## src/rtl/operand_feeder.sv

```systemverilog
// Purpose: buffers signed weight/pixel operand pairs and streams them in load order to a compute unit.
// Latency: one cycle from start (or stall release) to the pair appearing on weight/pixel; done one cycle after the last pair.
// Backpressure: stall holds the read index and emits zero operands; loads are refused (wr_ready=0) while streaming or full.
//
// Ports:
//   clock, rst_n                  - clock and asynchronous active-low reset
//   wr_en, wr_weight, wr_pixel    - load one operand pair (accepted when wr_ready)
//   wr_ready                      - a load this cycle is accepted
//   clear                         - empty the buffer (IDLE only, wins over wr_en/start)
//   start                         - stream all stored pairs (IDLE only)
//   stall                         - downstream hold request
//   weight, pixel                 - registered operands, zero when not valid
//   op_valid, op_last             - operand qualifiers; op_last marks the final stored pair
//   done                          - single-cycle pulse when a stream (or empty start) completes
//   busy                          - streaming in progress
//   count                         - number of stored pairs
module operand_feeder #(
  parameter int DEPTH  = 8,
  parameter int DATA_W = 16
) (
  input  logic                     clock,
  input  logic                     rst_n,
  input  logic                     wr_en,
  input  logic [DATA_W-1:0]        wr_weight,
  input  logic [DATA_W-1:0]        wr_pixel,
  output logic                     wr_ready,
  input  logic                     clear,
  input  logic                     start,
  input  logic                     stall,
  output logic [DATA_W-1:0]        weight,
  output logic [DATA_W-1:0]        pixel,
  output logic                     op_valid,
  output logic                     op_last,
  output logic                     done,
  output logic                     busy,
  output logic [$clog2(DEPTH):0]   count
);

  localparam int AW = $clog2(DEPTH);
  localparam int CW = AW + 1;
  localparam logic [CW-1:0] DEPTH_C = CW'(DEPTH);
  localparam logic [CW-1:0] ONE_C   = CW'(1);

  typedef enum logic {IDLE, STREAM} state_t;

  state_t state, state_nxt;

  logic [DATA_W-1:0] mem_w [DEPTH];
  logic [DATA_W-1:0] mem_p [DEPTH];

  logic [CW-1:0]     rd_idx, rd_idx_nxt, count_nxt, pres_idx;
  logic              load, present;
  logic [DATA_W-1:0] weight_nxt, pixel_nxt;
  logic              valid_nxt, last_nxt, done_nxt;

  assign busy     = (state == STREAM);
  assign wr_ready = (state == IDLE) && (count < DEPTH_C);

  always_ff @(posedge clock or negedge rst_n) begin
    if (!rst_n) state <= IDLE;
    else        state <= state_nxt;
  end

  always_comb begin
    state_nxt  = state;
    rd_idx_nxt = rd_idx;
    count_nxt  = count;
    pres_idx   = rd_idx;
    load       = 1'b0;
    present    = 1'b0;
    done_nxt   = 1'b0;
    weight_nxt = '0;
    pixel_nxt  = '0;
    valid_nxt  = 1'b0;
    last_nxt   = 1'b0;

    case (state)
      IDLE: begin
        if (clear) begin
          count_nxt = '0;
        end else begin
          if (wr_en && wr_ready) begin
            load      = 1'b1;
            count_nxt = count + ONE_C;
          end
          if (start) begin
            if (count != '0) begin
              // Entry 0 goes out on the start edge itself unless the sink is stalled.
              state_nxt  = STREAM;
              pres_idx   = '0;
              rd_idx_nxt = '0;
              present    = !stall;
            end else begin
              done_nxt = 1'b1;
            end
          end
        end
      end

      STREAM: begin
        if (!stall) begin
          if (rd_idx < count) begin
            present = 1'b1;
          end else begin
            // All pairs presented: this edge closes the stream.
            state_nxt  = IDLE;
            rd_idx_nxt = '0;
            done_nxt   = 1'b1;
          end
        end
      end

      default: state_nxt = IDLE;
    endcase

    if (present) begin
      weight_nxt = mem_w[pres_idx[AW-1:0]];
      pixel_nxt  = mem_p[pres_idx[AW-1:0]];
      valid_nxt  = 1'b1;
      // count_nxt covers a load accepted on the same edge as start.
      last_nxt   = (pres_idx == count_nxt - ONE_C);
      rd_idx_nxt = pres_idx + ONE_C;
    end
  end

  always_ff @(posedge clock or negedge rst_n) begin
    if (!rst_n) begin
      count    <= '0;
      rd_idx   <= '0;
      weight   <= '0;
      pixel    <= '0;
      op_valid <= 1'b0;
      op_last  <= 1'b0;
      done     <= 1'b0;
    end else begin
      count    <= count_nxt;
      rd_idx   <= rd_idx_nxt;
      weight   <= weight_nxt;
      pixel    <= pixel_nxt;
      op_valid <= valid_nxt;
      op_last  <= last_nxt;
      done     <= done_nxt;
    end
  end

  // Storage is retained across streams so a later start replays the same pairs.
  always_ff @(posedge clock) begin
    if (load) begin
      mem_w[count[AW-1:0]] <= wr_weight;
      mem_p[count[AW-1:0]] <= wr_pixel;
    end
  end

endmodule

```

## config.mk

```make
export PLATFORM = sky130hd
export DESIGN_NAME = operand_feeder
export DESIGN_NICKNAME = d
export VERILOG_FILES = /design/src/rtl/operand_feeder.sv
export SDC_FILE = /design/constraint.sdc
export NUM_CORES = 1
export LEC_CHECK = 0
export ABC_AREA = 1
export CAP_MARGIN = 20
export CORE_MARGIN = 3
export CORE_UTILIZATION = 30
export CTS_BUF_LIST = sky130_fd_sc_hd__clkbuf_16
export CTS_CLUSTER_SIZE = 28
export DETAILED_ROUTE_END_ITERATION = 8
export SLEW_MARGIN = 20
export SYNTH_ARGS = -nofsm -noshare
export SYNTH_HDL_FRONTEND = slang
export SYNTH_SLANG_ARGS = --single-unit
```

## constraint.sdc

```tcl
create_clock -name clock -period 8.3 [get_ports clock]
set_input_delay 1.66 -clock clock [delete_from_list [all_inputs] [get_ports clock]]
set_output_delay 1.66 -clock clock [all_outputs]
set_load 0.1 [all_outputs]
```

== Word-level counts from Yosys, hierarchy flattened ==
Memory sizes are Yosys's and may differ from the RTL's.
Index checks and enable logic that the tools add are counted.

* Add/subtract/negate cells: 3
* Magnitude comparators: 2
* Equal/unequal tests: 3
* Mux-type cells: 37
* Bitwise logic cells: 1
* Reductions and logical operators: 5

{| class="wikitable"
|+ Operators by type and width
! operator !! number
|-
| 4-bit two-way mux || 10
|-
| 16-bit two-way mux || 2
|-
| 1-bit two-way mux || 21
|-
| 4-bit by 1-bit adder with 4-bit output, second input constant || 2
|-
| 4-bit case mux with 2 select lines || 1
|-
| 1-bit case mux with 2 select lines || 3
|-
| 4-bit equality test || 1
|-
| 4-bit less-than comparator || 1
|-
| 4-bit less-than comparator, second input constant || 1
|-
| 4-bit nonzero test || 1
|-
| 4-bit by 1-bit subtractor with 4-bit output, second input constant || 1
|-
| 3-bit by 2-bit inequality test with 1-bit output, second input constant || 1
|-
| 3-bit inequality test, second input constant || 1
|-
| 1-bit logical AND || 2
|-
| 2-bit AND reduction || 1
|-
| 1-bit zero test || 1
|-
| 1-bit NOT || 1
|}

* Flip-flop bits (word level): 44
* RAM bits: 256
* Input port bits: 38
* Logic and storage cells: 61
* Memories: 2

{| class="wikitable"
|+ Memories
! memory !! depth !! bits a word !! read ports !! clocked after memory_dff !! write ports !! line !! source
|-
| mem_p || 8 || 16 || 1 || 0 || 1 || 49 || <nowiki>logic [DATA_W-1:0] mem_p [DEPTH];</nowiki>
|-
| mem_w || 8 || 16 || 1 || 0 || 1 || 48 || <nowiki>logic [DATA_W-1:0] mem_w [DEPTH];</nowiki>
|}

== Logic depth before layout (Yosys ltp) ==
Gate-level depths: netlist of the first run.

* Depth in word-level cells: 9
* Mapped depth: 13
* Depth with buffers taken out: 11

== Worst setup path before layout of the first run ==
OpenSTA, ideal clock, no wires.

* Path kind: reg-to-reg
* Start: register state (netlist: busy)
* End: memory mem_p[1][0], enable pin
* Setup time: 0.461 ns
* Arrival time: 5.284 ns
* Required time: 7.839 ns
* Path slack: 2.555 ns
* Stages on the path, launching flop included: 6
* Clock period less this slack: 5.745 ns
* Cell sequence: dfrtp_1 nor2_1 nand2_1 nor2_1 nand2_1 nor3_1

* Word-level cells in the longest chain between the ends: 8

{| class="wikitable"
|+ RTL lines
! item !! line !! source
|-
| from (decl) || 46 || <nowiki>state_t state, state_nxt;</nowiki>
|-
| from (signal assigned) || 61 || <nowiki>else state <= state_nxt;</nowiki>
|-
| 1-bit NOT || - ||
|-
| 1-bit logical AND || 57 || <nowiki>assign wr_ready = (state == IDLE) && (count < DEPTH_C);</nowiki>
|-
| named net wr_ready || 26 || <nowiki>output logic wr_ready,</nowiki>
|-
| 1-bit logical AND || 82 || <nowiki>if (wr_en && wr_ready) begin</nowiki>
|-
| 1-bit two-way mux || 82 ||
|-
| 1-bit two-way mux || 79 || <nowiki>if (clear) begin</nowiki>
|-
| 1-bit two-way mux || 77 || <nowiki>case (state)</nowiki>
|-
| 1-bit two-way mux || 148 || <nowiki>if (load) begin</nowiki>
|-
| 1-bit two-way mux (not written as such) || 150 || <nowiki>mem_p[count[AW-1:0]] <= wr_pixel;</nowiki>
|-
| to (decl) || 49 ||
|}

The timed path passes the listed nets, and every way through them passes these cells.

== Worst setup path after layout of the first run ==
* Start: input port clear
* End: register pixel[8]

* Word-level cells in the longest chain between the ends: 4
* Elaborated cells on any way between the ends: 6
* Classes of those cells: mux: 5; memory: 1

{| class="wikitable"
|+ RTL lines
! item !! line !! source
|-
| from (decl) || 27 || <nowiki>input logic clear,</nowiki>
|-
| 4-bit two-way mux || 79 ||
|-
| 4-bit two-way mux || 77 ||
|-
| memory read 8 x 16 bit || - ||
|-
| 16-bit two-way mux (*) || 116 || <nowiki>if (present) begin</nowiki>
|-
| named net pixel_nxt[8] || 53 || <nowiki>logic [DATA_W-1:0] weight_nxt, pixel_nxt;</nowiki>
|-
| to (signal assigned) || 139 || <nowiki>pixel <= pixel_nxt;</nowiki>
|-
| to (decl) || 31 || <nowiki>output logic [DATA_W-1:0] pixel,</nowiki>
|}

Mark *: on every way through the listed nets, which the timed path passes. The rest lies on a longest branch.
A chain may end at the register's enable or synchronous reset.

==> flow_summary_export.csv, run 1 <==
group,metric,value,unit
outcome,outcome,"finished clean",
clocking,hold_buffers,0,
job,cap_violations,0,
logic_synthesis,synth-async-reset-ratio,14.7,%
timing,final-hold-violation-count,0,
clocking,cts_root_buf,"sky130_fd_sc_hd__clkbuf_16",
route,met3RoutedLength,1870,um
route,final_antenna_net_count,0,
route,route.met2.wl,14100,um
power_and_ir_drop,switching_power,2.08,mW
clocking,clock_sink_count,300,
worst_hold_path,hp-class,"register to register",
floorplanning,floorplan.rows,73,
setup_path,ff2ff_setup_slack,4.28,ns
finish,mostFrequentLayoutCells,"275 x sky130_fd_sc_hd__nand2_1, 270 x sky130_fd_sc_hd__nand3_1, 256 x sky130_fd_sc_hd__edfxtp_1",
global_route,number_of_global_route_vias_before_repair,7852,
timing,timing.final.max_slew_violations,0,
global_route,globalRouteTotalUtil,13.3,%
logic_synthesis,synth_compound_area_share,1.58,%
power_and_ir_drop,total_leakage_power,5.37,nW
placed_design,detailedPlacementHpwl,14900,um
floorplanning,initial_util,30.5,%
timing,clock_skew,0.00726,ns
setup_path,timing.setup.critical_path_class,"input port to register",
setup_path,timing.critical_path.fanout_max,95,
route,vias_per_cell,4.82,
global_route,grt_first_pass_wirelength,45900,um
finish,drive_gt1_share,6.08,%
logic_synthesis,mappedNetlistArea,12200,um^2
timing,timing.slew.headroom,30.4,%
setup_path,startpoint_type,"input port",
logic_synthesis,post_synth_mux_area_share,0,%
route,drt_first_iter_violations,482,
power_and_ir_drop,power.share.combinational,38.4,%
finish,fillCellCount,3764,
route,drcViolationCount,0,
power_and_ir_drop,clock_power_share,23.6,%
placed_design,placedInstanceArea,13500,um^2
logic_synthesis,dominant_combinational_cell_family_by_area_after_synthesis,"simple AND/OR/NAND/NOR gates",
logic_synthesis,postSynthRegisterBits,300,
route,drt-wirelength-per-cell,17.9,um
placed_design,place_congestion,0.774,
timing,final.min_clock_period,4.90,ns
setup_path,timing.critical_path.slowest_stage_cell,"sky130_fd_sc_hd__buf_4",
power_and_ir_drop,cell_internal_power,2.91,mW
setup_path,critPathCaptureType,"register",
logic_synthesis,syn_avg_cell_area,11.7,um^2
logic_synthesis,synthesis.yosys.warnings,0,
logic_synthesis,synth_sequential_area_ratio,72.2,%
clocking,post_cts_resized,0,
global_route,grt_start_max_net_pins,97,
timing,final_min_period_over_clock_period,59.1,%
power_and_ir_drop,power.switching_fraction,41.7,%
logic_synthesis,synth_simple_gate_area_share,21.8,%
timing,setup_viol_count_final,0,
route,finalWirelength,29400,um
placed_design,port-buffer-count,78,
finish,final_util,35.8,%
floorplanning,io_pins,79,
finish,commonest_non_fill_non_tap_cell_in_the_layout,"sky130_fd_sc_hd__nand2_1",
route,drt_pass1_iterations,5,
finish,area_growth,17.5,%
global_route,antenna_found_initial,1,
logic_synthesis,yosys.area_share.adder,0.719,%
clocking,cts_tree,"yes",
clocking,clkLatencyLatePin,0.54,ns
setup_path,critical_path.top_delay_family,"buffers and inverters",
floorplanning,die_x,207,um
logic_synthesis,yosys.cell_types.count,24,
logic_synthesis,synthFlopType,"sky130_fd_sc_hd__edfxtp_1",
worst_hold_path,hold_path_startpoint,"rd_idx[3]",
power_and_ir_drop,report.power.total,4.99,mW
logic_synthesis,synth_nets,1086,
clocking,post_cts_setup_bufs,0,
setup_path,crit_path_cell_trace,"clkdlybuf4s50_1, nor2_2, nand3_4, buf_4, nand2_2, inv_2, buf_4, nand3_1, nand2_1, nand2_1, nand2_1, nor2_1",
finish,post-route-cell-area,14300,um^2
route,m1WireLength,12900,um
setup_path,crit_path_start,"clear",
floorplanning,core-area,39900,um^2
timing,finalSetupTns,0,ns
global_route,grt_overflow,0,
floorplanning,floorplan.die_area,43100,um^2
route,routed-via-count,7924,
setup_path,timing.critical_path.buf_inv,4,
route,route.top_layer_used,"met5",
clocking,cts_max_level,1,
power_and_ir_drop,seqPwrFrac,38.0,%
timing,max_clock_freq,204,MHz
setup_path,critical-path-top-cell-by-count,"sky130_fd_sc_hd__nand2_1",
timing,holdWs,0.613,ns
setup_path,cpPeakStageDelay,0.92,ns
logic_synthesis,synthesis.instances,1041,
power_and_ir_drop,peakVddDrop,0.192,mV
setup_path,critical_path_required,8.72,ns
setup_path,timing.critical_path.depth,12,
power_and_ir_drop,cellPowerDensity,349,nW/um^2
finish,antenna_diode_count,0,
worst_hold_path,min_path_cells,2,
logic_synthesis,yosys.area_share.xor_xnor,0.216,%
clocking,tritoncts.num_buffers,29,
setup_path,worst_ep_arrival,5.33,ns
setup_path,r2r_cells,13,
finish,nets,1143,
setup_path,rr_startpoint,"count[1]",
logic_synthesis,synth-edff-count,256,
clocking,clk_transition_reported_paths,0.06,ns
clocking,max-clock-path-buffers,3,
timing,rsz0062_at_grt,"no",
timing,worst_max_slew_pin_slew,1.04,ns
floorplanning,die_height,207,um
-- cell type report --
class	count	area [um^2]	share of cell area, %
flip-flops and latches	300	8790	61.5
repair buffers	94	896	6.26
inverters	20	75.1	0.525
multi-input cells	653	3040	21.3
clock inverters	23	119	0.831
clock buffers	29	726	5.07
well taps	525	657	4.59
-- Yosys cell counts, types with 3 or more instances --
library cell / n / area, um^2
sky130_fd_sc_hd__nand2_1: 277 / 1040
sky130_fd_sc_hd__nand3_1: 270 / 1350
sky130_fd_sc_hd__edfxtp_1: 256 / 7690
sky130_fd_sc_hd__dfrtp_1: 44 / 1100
sky130_fd_sc_hd__nor2_1: 44 / 165
sky130_fd_sc_hd__buf_2: 38 / 190
sky130_fd_sc_hd__a21oi_1: 34 / 170
sky130_fd_sc_hd__inv_1: 19 / 71.3
sky130_fd_sc_hd__clkbuf_1: 14 / 52.6
sky130_fd_sc_hd__buf_4: 8 / 60.1
sky130_fd_sc_hd__ha_1: 7 / 87.6
sky130_fd_sc_hd__buf_1: 5 / 18.8
sky130_fd_sc_hd__nand4_1: 4 / 25.0
sky130_fd_sc_hd__buf_6: 3 / 33.8
sky130_fd_sc_hd__nor3_1: 3 / 15.0
sky130_fd_sc_hd__o21ai_0: 3 / 15.0
-- power by group through the flow --
stage	Sequential (mW)	Clock, mW	Combinational (mW)
finish	1.90	1.18	1.92
floorplan	2.38	0	0.983
detailed placement	1.93	0	1.93
global placement	1.93	0	1.91
CTS	1.90	1.21	1.93
global route	1.91	1.27	2.09
-- per-layer routing --
metal / vias to the layer above / track usage, %
met5: - / 0
met4: 2 / 3.18
met3: 36 / 2.77
met2: 207 / 22.3
met1: 3910 / 17.9
li1: 3769 / -
-- cells by family after synthesis --
family | count (synthesis)
simple gates | 605
flops | 300
buf+inv | 88
compound gates | 38
fa+ha+maj | 7
xor+xnor | 3
-- state kept, by name, indices dropped and copies added, names as in the netlist --
register and cells:
mem_w 128, mem_p 128, op_last 1, busy 1, count 4, pixel 16, op_valid 1, done 1
weight 16, rd_idx 4
-- path summary, 6_finish.rpt --
| path | endpoint |
|---|---|
| setup / recovery | pixel[8] |
| hold / removal | rd_idx[3] |
| setup reg to reg | pixel[8] |
| hold reg to reg | rd_idx[3] |
| max in group asynchronous | rd_idx[0] |
| min in group asynchronous | op_last |
-- tightest hold or removal path, stage by stage (launching register included) --
cell and delay (ns):
sky130_fd_sc_hd__dfrtp_1 0.42, sky130_fd_sc_hd__nand2_1 0.08, sky130_fd_sc_hd__nand3_1 0.08
-- metrics by stage --
| step | std cells | setup slack (ns) |
|---|---|---|
| 3_5_place_dp | 1592 | 2.86 |
| 4_1_cts | 1644 | 3.42 |
| 5_1_grt | 1644 | 3.12 |
| 3_3_place_gp | 1592 | 2.95 |
| 2_1_floorplan | 1041 | 2.56 |
| 6_report | 1644 | 3.40 |
(Power assumes the default switching activity.)
==> run 2, diff against run 1 <==
==> constraint.sdc (replaced) <==
create_clock -name clock -period 4.1 [get_ports clock]
set_input_delay 0.82 -clock clock [delete_from_list [all_inputs] [get_ports clock]]
set_output_delay 0.82 -clock clock [all_outputs]
set_load 0.1 [all_outputs]
==> run 2 against run 1 <==
Compared with the run above:
- final area grew 1.9%
- critical endpoint is now wr_ready
- sequential power increased by 100%
- hold slack worse by 0.25 ns
- largest cell class unchanged
- core utilization increased by 0.68 points
- clock power up 140%
- register-to-register slack worse by 3.1 ns
- sequential cell count unchanged
- wire length grew 1.8%
- global-route usage rose by 0.16 points
- first-iteration DRC count up 39%
- combinational power increased by 110%
- worst setup slack worse by 2.5 ns
==> flow_summary_export.csv, run 2 (synthesis results as in run 1) <==
group,metric,value,unit
global_route,globalRouteTotalUtil,13.5,%
floorplanning,core-area,39900,um^2
timing,finalSetupTns,0,ns
timing,rsz0062_at_grt,"no",
global_route,antenna_found_initial,2,
floorplanning,floorplan.die_area,43100,um^2
global_route,grt_util_met1,19.0,%
setup_path,timing.critical_path.buf_inv,1,
setup_path,worst_ep_arrival,2.41,ns
finish,nets,1150,
timing,clock_skew,0.0126,ns
timing,final_min_period_over_clock_period,78.8,%
setup_path,timing.critical_path.slowest_stage_cell,"sky130_fd_sc_hd__clkdlybuf4s50_1",
worst_hold_path,hp-class,"input port to asynchronous set/reset pin",
setup_path,rr_startpoint,"count[1]",
outcome,outcome,"finished clean",
setup_path,cpPeakStageDelay,1.17,ns
setup_path,critical_path_required,3.28,ns
route,routed-via-count,8019,
setup_path,timing.critical_path.fanout_max,8,
clocking,cts_root_buf,"sky130_fd_sc_hd__clkbuf_16",
job,cap_violations,0,
setup_path,critPathCaptureType,"output port",
clocking,cts_max_level,1,
finish,post-route-cell-area,14600,um^2
power_and_ir_drop,cellPowerDensity,728,nW/um^2
timing,holdWs,0.365,ns
floorplanning,initial_util,30.5,%
route,drcViolationCount,0,
global_route,grt_overflow,0,
floorplanning,io_pins,79,
timing,final.min_clock_period,3.23,ns
power_and_ir_drop,peakVddDrop,0.358,mV
clocking,hold_buffers,0,
route,finalWirelength,29900,um
clocking,post_cts_resized,0,
setup_path,startpoint_type,"register",
clocking,clock_sink_count,300,
global_route,grt.busiest_layer,"met2",
floorplanning,die_x,207,um
finish,drive_gt1_share,7.43,%
timing,setup_viol_count_final,0,
placed_design,port-buffer-count,78,
clocking,clkLatencyLatePin,0.55,ns
timing,timing.slew.headroom,29.8,%
floorplanning,floorplan.rows,73,
clocking,clk_transition_reported_paths,0.06,ns
timing,final-hold-violation-count,0,
route,drt_pass1_iterations,4,
global_route,grt_first_pass_wirelength,46500,um
clocking,post_cts_setup_bufs,0,
route,drt_first_iter_violations,668,
finish,area.sequential,8790,um^2
clocking,max-clock-path-buffers,3,
finish,multi_input_comb_area,3060,um^2
global_route,grt.met2_usage,21.6,%
route,vias_per_cell,4.84,
power_and_ir_drop,total_leakage_power,5.49,nW
route,drt-wirelength-per-cell,18.1,um
finish,mostFrequentLayoutCells,"275 x sky130_fd_sc_hd__nand2_1, 270 x sky130_fd_sc_hd__nand3_1, 256 x sky130_fd_sc_hd__edfxtp_1",
clocking,tritoncts.num_buffers,31,
global_route,number_of_global_route_vias_before_repair,7929,
clocking,cts_tree,"yes",
finish,fillCellCount,3815,
setup_path,crit_path_cell_trace,"nor2_2, clkdlybuf4s50_1",
placed_design,place_congestion,0.753,
placed_design,place_worst_setup_slack,0.660,ns
global_route,met3_usage,2.43,%
floorplanning,die_height,207,um
placed_design,detailedPlacementHpwl,15500,um
timing,timing.final.max_slew_violations,0,
finish,commonest_non_fill_non_tap_cell_in_the_layout,"sky130_fd_sc_hd__nand2_1",
timing,final.setup.worst_slack,0.868,ns
setup_path,critical_path.top_delay_family,"buffers and inverters",
timing,max_clock_freq,309,MHz
setup_path,timing.setup.critical_path_class,"register to output port",
route,final_antenna_net_count,0,
global_route,grt_start_max_net_pins,132,
placed_design,placedInstanceArea,13600,um^2
power_and_ir_drop,report.power.total,10.6,mW
timing,worst_max_slew_pin_slew,1.05,ns
setup_path,crit_path_start,"busy",
finish,area_growth,19.7,%
==> run 2: report_power, final <==
group / leakage [nW] / switching [mW] / internal [mW]
sequential: 2.90 / 0.227 / 3.59
combinational: 2.05 / 2.95 / 1.01
clock: 0.531 / 1.14 / 1.68
total: 5.49 / 4.32 / 6.28
==> run 2: final timing paths <==
check	end	slack, ns	cells past startpoint
worst max register to register	rd_idx[2]	1.19	11
max in group asynchronous	weight[15]	2.94	2
worst min-delay path	weight[11]	0.36	1
worst max-delay path	wr_ready	0.87	2
worst min register to register	weight[14]	0.60	4
min in group clock	weight[14]	0.60	4
==> run 2: metrics by stage <==
| step | cells | utilization [%] |
|---|---|---|
| 2_1_floorplan | 1041 | - |
| 3_3_place_gp | 1597 | 33.9 |
| 3_5_place_dp | 1597 | 33.9 |
| 4_1_cts | 1655 | 36.5 |
| 5_1_grt | 1656 | 36.5 |
| 6_report | 1656 | 36.5 |
==> run 2: worst register-to-register path, cell delays in order, from the launching register on <==
cell and delay [ns]:
sky130_fd_sc_hd__dfrtp_1 0.58, sky130_fd_sc_hd__inv_1 0.19, sky130_fd_sc_hd__ha_1 0.24, sky130_fd_sc_hd__nand2_2 0.11, sky130_fd_sc_hd__nand3_4 0.13, sky130_fd_sc_hd__nand2_4 0.09
sky130_fd_sc_hd__buf_4 0.80, sky130_fd_sc_hd__inv_1 0.12, sky130_fd_sc_hd__ha_1 0.25, sky130_fd_sc_hd__xnor2_1 0.12, sky130_fd_sc_hd__nand2_1 0.10, sky130_fd_sc_hd__nand3_1 0.08
==> run 2: layout make-up <==
cell class | count | area share (%)
clock buffers | 31 | 5.32
inverters | 20 | 0.515
multi-input cells | 653 | 21.0
well taps | 525 | 4.51
diodes | 1 | 0.0172
flip-flops and latches | 300 | 60.3
repair buffers | 99 | 6.66
clock inverters | 27 | 1.72
==> run 2: metal layers <==
| metal | vias to the layer above | wire, um |
|---|---|---|
| li1 | 3800 | - |
| met1 | 3952 | 13600 |
| met2 | 221 | 14000 |
| met3 | 44 | 1650 |
| met4 | 2 | 640 |
| met5 | - | 20 |
==> variant: new RTL, flow settings as in run 1 <==
`DEPTH`: 8 -> 32.
--- a/src/rtl/operand_feeder.sv
+++ b/src/rtl/operand_feeder.sv
@@ -17,3 +17,3 @@
 module operand_feeder #(
-  parameter int DEPTH  = 8,
+  parameter int DEPTH  = 32,
   parameter int DATA_W = 16
Ports: changed (resized count); port bits go from 79 to 81. No check against the original RTL was run, so the function may have changed too.
==> variant against run 1 <==
  * Area after synthesis increased to 3.6 times the old value
  * Critical path type unchanged
  * Worst hold slack got worse by 34 ps
  * Largest power group is now sequential cells
  * Total power increased to 3.1 times the old value
  * Critical endpoint is now pixel[3]
  * Routed wire length increased to 4.4 times the old value
  * Cell area increased to 3.5 times the old value
  * Sequential cell count increased by 772
  * Non-clock buffer count increased by 49
  * Setup slack improved by 150 ps
==> variant: results (changes against run 1) <==
wirelength_mm: 128  # +340%
synth_edf_count: 1024  # +300%
dpl_cell_area_sq_mm: 0.0470  # +250%
synth_xor_area_frac: 0.00159  # -0.000571
io_buffers: 80  # +2.6%
nNetsFinal: 3766  # +230%
synth_cell_types: 27  # +13%
synth_nets: 3773  # +250%
drt_iter0_markers: 3463  # +620%
dp_slack_ps: 2920  # +61.0 ps
hpwl_mm: 61.7  # +310%
peakVddDrop_mv: 0.269  # +40%
grt_pass1_wl_mm: 190  # +310%
clock_latency_ps: 700  # +160 ps
layout-drive-gt1-share: 0.0729  # +0.0122
grt_max_degree: 194  # +100%
grt_usage: 0.165  # +0.0322
first_global_vias: 28048  # +260%
yosys.area_share.adder: 0.00312  # -0.00407
place_congestion: 0.774  # about the same
tritoncts.num_buffers: 111  # +280%
power_leakage_nw: 17.8  # +230%
vias: 29833  # +280%
max-slew-margin-rel: 0.247  # -0.0569
max_stage_delay_ps: 830  # -90 ps
cp_data_arrival_time_ps: 5350  # +20 ps
synth_common_cells: "1051 x nand3_1, 1024 x edfxtp_1, 926 x nand2_1"
async_flop_share: 0.0448  # -0.102
outcome: "finished, final reports clean"
antenna_found_initial: 10  # +9
cpMaxStageDelayCell: "clkinv_2"
-- variant: worst max-delay path: cells and delay by family --
family | cells | cell delay, ps
buffers and inverters | 4 | 1910
AND/OR/NAND/NOR | 8 | 1630
-- variant: cell families (layout without fill, tap and decap cells) --
| logic type | count (synthesis) | in the layout |
|---|---|---|
| other | 0 | 5 |
| XOR/XNOR | 8 | 8 |
| AO/OA/AOI/OAI | 140 | 140 |
| buffers and inverters | 396 | 484 |
| AND/OR/NAND/NOR | 2097 | 2097 |
| adder cells (fa/ha/maj) | 11 | 11 |
| flip-flops | 1072 | 1072 |
-- variant: power by group --
group          leakage (nW)  internal [W]  switching [W]
clock network          1.82       0.00275        0.00208
logic                  6.17       0.00108        0.00307
registers              9.85       0.00608       0.000186
total                  17.8       0.00991        0.00534
-- variant: layer usage --
layer  GRT usage  part of all wire  vias up
met2       0.252              0.45     1333
met1       0.245              0.44    14956
met3      0.0209             0.079      245
li1            -                 -    13295
met4      0.0532             0.030        4
met5           0           0.00018        -
-- variant: final cells by class --
class	count	area (sq um)
clock buffer	114	2850
inverter	133	512
timing repair buffer	143	1270
fill	14153	95500
antenna	5	12.5
tap	1917	2400
multi-input combinational	2256	10800
clock inverter	94	668
sequential	1072	32000
-- variant: through the flow --
step,power (W),instances,hold WS [ps],util
floorplan,0.00927,3724,512,-
global placement,0.0105,5521,537,0.322
detailed placement,0.0105,5521,557,0.322
CTS,0.0153,5729,570,0.346
global route,0.0159,5732,622,0.346
finish,0.0152,5734,579,0.346
-- variant: path summary, 6_finish.rpt --
path / slack, ps / end / cells after the start / from
max in group asynchronous: 5980 / rd_idx[0] / 2 / rst_n
worst min register to register: 580 / rd_idx[5] / 2 / rd_idx[5]
worst min-delay path: 580 / rd_idx[5] / 2 / rd_idx[5]
worst max-delay path: 3550 / pixel[3] / 12 / start
worst max register to register: 4270 / weight[1] / 14 / count[1]
min in group asynchronous: 1040 / weight[8] / 1 / rst_n
